--- config.mk ---
export PLATFORM = sky130hd
export DESIGN_NAME = byte_unstriping_rx
export DESIGN_NICKNAME = d
export VERILOG_FILES = /design/src/rtl/byte_unstriping_rx.sv
export SDC_FILE = /design/constraint.sdc
export NUM_CORES = 1
export LEC_CHECK = 0
export ABC_AREA = 0
export CELL_PAD_IN_SITES_DETAIL_PLACEMENT = 1
export CELL_PAD_IN_SITES_GLOBAL_PLACEMENT = 1
export CORE_ASPECT_RATIO = 0.9
export CORE_MARGIN = 3
export CORE_UTILIZATION = 30
export DETAILED_ROUTE_END_ITERATION = 8
export MAX_ROUTING_LAYER = met4
export PLACE_DENSITY_LB_ADDON = 0.1
export REMOVE_ABC_BUFFERS = 1
export SETUP_SLACK_MARGIN = 0.02
export SLEW_MARGIN = 15
export SYNTH_ARGS = -nofsm -noshare
export SYNTH_HDL_FRONTEND = slang
export SYNTH_SLANG_ARGS = --single-unit
--- constraint.sdc ---
create_clock -name clk -period 7.1 [get_ports clk]
set_clock_uncertainty 0.2 [all_clocks]
set_input_delay 1.065 -clock clk [delete_from_list [all_inputs] [get_ports clk]]
set_output_delay 1.065 -clock clk [all_outputs]
set_load 0.005 [all_outputs]
--- src/rtl/byte_unstriping_rx.sv ---
// Four-lane byte un-striping receiver: each lane has its own skew FIFO, and the
// lanes are drained in strict round-robin order into one registered byte stream.
module byte_unstriping_rx #(
    parameter int WIDTH = 8,
    parameter int DEPTH = 4
) (
    input  logic             clk,
    input  logic             reset,
    input  logic [3:0]       lane_valid,
    input  logic [WIDTH-1:0] lane0_data,
    input  logic [WIDTH-1:0] lane1_data,
    input  logic [WIDTH-1:0] lane2_data,
    input  logic [WIDTH-1:0] lane3_data,
    output logic [WIDTH-1:0] data_out,
    output logic             valid_out,
    output logic             overflow
);

    localparam int AW = $clog2(DEPTH);
    localparam logic [AW:0] FULL = (AW+1)'(DEPTH);

    logic [WIDTH-1:0] mem [4][DEPTH];
    logic [AW-1:0]    wr_ptr [4];
    logic [AW-1:0]    rd_ptr [4];
    logic [AW:0]      count  [4];
    logic [1:0]       rr;

    logic [WIDTH-1:0] lane_data [4];
    logic [3:0]       pop;
    logic [3:0]       push;
    logic [3:0]       drop;

    always_comb begin
        lane_data[0] = lane0_data;
        lane_data[1] = lane1_data;
        lane_data[2] = lane2_data;
        lane_data[3] = lane3_data;
        pop  = '0;
        push = '0;
        drop = '0;
        for (int unsigned i = 0; i < 4; i++) begin
            // Only the lane under the round-robin pointer may ever be popped.
            pop[i]  = (rr == 2'(i)) && (count[i] != '0);
            push[i] = lane_valid[i] && ((count[i] != FULL) || pop[i]);
            drop[i] = lane_valid[i] && (count[i] == FULL) && !pop[i];
        end
    end

    always_ff @(posedge clk) begin
        if (reset) begin
            for (int unsigned i = 0; i < 4; i++) begin
                wr_ptr[i] <= '0;
                rd_ptr[i] <= '0;
                count[i]  <= '0;
            end
            rr        <= '0;
            data_out  <= '0;
            valid_out <= 1'b0;
            overflow  <= 1'b0;
        end else begin
            for (int unsigned i = 0; i < 4; i++) begin
                if (push[i]) begin
                    mem[i][wr_ptr[i]] <= lane_data[i];
                    wr_ptr[i]         <= wr_ptr[i] + AW'(1);
                end
                if (pop[i])
                    rd_ptr[i] <= rd_ptr[i] + AW'(1);
                count[i] <= count[i] + (AW+1)'(push[i]) - (AW+1)'(pop[i]);
            end
            if (|drop)
                overflow <= 1'b1;
            valid_out <= |pop;
            if (|pop) begin
                data_out <= mem[rr][rd_ptr[rr]];
                rr       <= rr + 2'd1;
            end
        end
    end

endmodule

==> impl_metrics.env <==
export IMPL_outcome="finished clean"
export IMPL_dieArea_sq_mm=0.0257
export IMPL_synth_seq_cells=170
export IMPL_cts_buffer_depth=2
export IMPL_p_clk_share_pct=30.3
export IMPL_drt_antenna_violating_nets=0
export IMPL_antenna_cells=0
export IMPL_h_tree_depth=4
export IMPL_place_congestion=0.719
export IMPL_wire_per_inst_microns=23.0
export IMPL_synth_warnings=0
export IMPL_worstHoldPathType="register to register"
export IMPL_crit_type="primary input to register"
export IMPL_path_max_fanout=42
export IMPL_holdBufCountCts=0
export IMPL_clock_latency_ns=0.43
export IMPL_cts_root_buf="clkbuf_16"
export IMPL_p_sw_share_pct=31.6
export IMPL_crit_required_ns=7.21
export IMPL_post_route_period_util_pct=41.4
export IMPL_cts_resized=0
export IMPL_combPwrFrac_pct=27.5
export IMPL_seqPwrFrac_pct=42.2
export IMPL_viasPerCell=4.75
export IMPL_synth_edf_count=144
export IMPL_fin_tns_setup_ns=0
export IMPL_synth_compound_area_share_pct=2.43
export IMPL_design_area_sq_mm=0.00852
export IMPL_cts_buffers=17
export IMPL_cp_slowest_stage_delay_ns=0.45
export IMPL_ios=48
export IMPL_yosysTopAreaCellShare_pct=60.4
export IMPL_die_w_microns=169
export IMPL_firstDrtPassIters=4
export IMPL_cts_tree="yes"
export IMPL_route_vias_total=3659
export IMPL_crit_start="reset"
export IMPL_path_buf_inv=3
export IMPL_grt_pass1_vias=4154
export IMPL_grt_pass1_wl_microns=26900
export IMPL_postCtsSetupBuffers=0
export IMPL_final_layout_size_suffix_gt1_share_pct=18.0
export IMPL_drc_errors=0
export IMPL_arrival_ns=3.05
export IMPL_start_util_pct=31.2
export IMPL_grt_max_degree=43
export IMPL_maxSlewViolCount=0
export IMPL_setup_viol=0
export IMPL_netSwitchingPower_uw=959
export IMPL_tightest_slew_ns=0.728
export IMPL_yosys_area_share_xor_xnor_pct=1.59
export IMPL_synthArstFlopShare_pct=0
export IMPL_die_h_microns=153
export IMPL_synth_area_leaders="edfxtp_1 (60%), mux4_2 (9.8%), dfxtp_1 (7.3%)"
export IMPL_fin_crit_ns=2.94
export IMPL_finalHoldViolations=0
export IMPL_endpoint_kind="register"
export IMPL_overflow=0
export IMPL_core_sq_mm=0.0230
export IMPL_fmaxAchievable_mhz=340
export IMPL_start_kind="primary input"
export IMPL_antenna_found_initial=0
export IMPL_crit_slowest_cell="clkdlybuf4s50_1"
export IMPL_synthAdderAreaFrac_pct=5.49
export IMPL_post_dp_hpwl_microns=11900
export IMPL_relSlewSlack_pct=51.5
export IMPL_crit_family="buffers and inverters"
export IMPL_cellPowerDensity_mw_per_mm2=356
export IMPL_clk_pin_slew_ns=0.07
export IMPL_totalWireLength_microns=17700
export IMPL_grt_total_usage_pct=14.9
export IMPL_synth_ff_type="edfxtp_1"
export IMPL_synth_top_family_by_area="multiplexers"
export IMPL_internal_power_uw=2080
export IMPL_area_growth_pct=19.0
export IMPL_max_cap_viol_count=0
export IMPL_rsz0062_at_grt="false"
export IMPL_syn_avg_cell_area_sq_um=17.6
export IMPL_ir_worst_vdd_uv=138
export IMPL_nNetsFinal=527
export IMPL_synthMuxAreaShare_pct=13.5
export IMPL_rows=52
export IMPL_cts_sink_count=170
export IMPL_synth_distinct_cells=34
export IMPL_p_leak_uw=0.00284
export IMPL_first_iter_violations=241
export IMPL_io_buffers=47
export IMPL_min_delay_start="data_out[2]"
export IMPL_synth_top_area_cell="edfxtp_1"
export IMPL_netlist_area_sq_mm=0.00716
export IMPL_yosysSeqAreaShare_pct=67.7
export IMPL_dpl_cell_area_sq_mm=0.00792
export IMPL_path_cells="clkdlybuf4s50_1 -> buf_4 -> a41o_1 -> inv_2 -> and2_0 -> a221o_1"
export IMPL_synth_cells=407
export IMPL_synth_simple_gate_area_share_pct=6.47
placed cells by master, fill, tap and decap left out:
master	n
xnor2_1	12
edfxtp_1	144
o21ai_1	3
clkinvlp_4	2
mux4_1	2
nand4_1	1
a21oi_1	1
buf_4	3
ha_1	25
nand2b_1	15
inv_2	5
inv_8	3
a31oi_1	1
inv_1	20
nor4b_1	4
nor3_1	20
dfxtp_1	25
a221o_1	8
clkdlybuf4s50_1	47
xor2_1	1
clkinv_8	5
and2_0	1
inv_6	5
mux2_4	2
mux4_2	31
a41o_1	1
nand2_1	1
o31ai_2	4
dfxtp_2	1
nor2_1	13
fa_1	4
nor2b_1	7
mux2_2	7
clkbuf_16	17
and2_1	20
a22oi_1	1
mux2i_1	11
state kept, by name (all words and copies together), names as in the netlist, named ones only:
name,cells
count,12
data_out,8
valid_out,1
overflow,1
rd_ptr,8
rr,2
wr_ptr,8
mem,128
path summary, 6_finish.rpt:
check,slack [ns],end,cells after the start
worst max-delay path,4.16,data_out[7],6
worst min-delay path,0.35,data_out[2],1
worst max register to register,4.33,data_out[7],4
worst min register to register,0.35,data_out[2],1
synthesized netlist by cell type, drive strengths merged (3+ instances only):
library cell / number
and2: 21
o31ai: 4
clkbuf: 5
nor2: 13
fa: 4
mux2: 9
dfxtp: 26
nor2b: 7
buf: 10
nor4b: 4
nor3: 20
edfxtp: 144
nand2b: 15
a221o: 8
inv: 25
xnor2: 12
o21ai: 3
mux2i: 11
mux4: 33
ha: 25
kinds of logic after synthesis:
| family | after synthesis |
|---|---|
| adder cells (fa/ha/maj) | 29 |
| flip-flops | 170 |
| AND/OR/NAND/NOR | 82 |
| AO/OA/AOI/OAI | 19 |
| multiplexers | 53 |
| buffers and inverters | 41 |
| XOR/XNOR | 13 |
area by class of cell:
class | count | area [sq um]
multi-input combinational | 196 | 2110
fill | 2271 | 14500
clock inverter | 15 | 174
sequential | 170 | 4850
tap | 297 | 372
inverter | 25 | 93.8
timing repair buffer | 50 | 493
clock buffer | 17 | 425
routing by layer:
layer,global-route usage (%),wire length [microns]
met5,-,0
met4,3.51,117
met1,20.3,8320
met3,3.11,716
met2,23.2,8510
power groups by stage:
| stage | Combinational, uW | Sequential [uW] | Clock (uW) |
|---|---|---|---|
| after floorplan | 530 | 1320 | 0 |
| after global placement | 834 | 1300 | 0 |
| after detailed placement | 851 | 1300 | 0 |
| after CTS | 857 | 1280 | 946 |
| after global routing | 925 | 1290 | 988 |
| final | 834 | 1280 | 920 |
stage by stage:
| step | setup slack [ns] | instances | hold WS [ns] | utilization (%) | power (uW) |
|---|---|---|---|---|---|
| after floorplan | 3.90 | 391 | 0.282 | - | 1850 |
| after global placement | 3.78 | 738 | 0.342 | 34.5 | 2130 |
| after detailed placement | 3.68 | 738 | 0.343 | 34.5 | 2150 |
| after CTS | 4.14 | 770 | 0.367 | 37.1 | 3080 |
| after global routing | 4.02 | 770 | 0.366 | 37.1 | 3210 |
| final | 4.16 | 770 | 0.346 | 37.1 | 3030 |
Power figures use the tool's default switching activity.
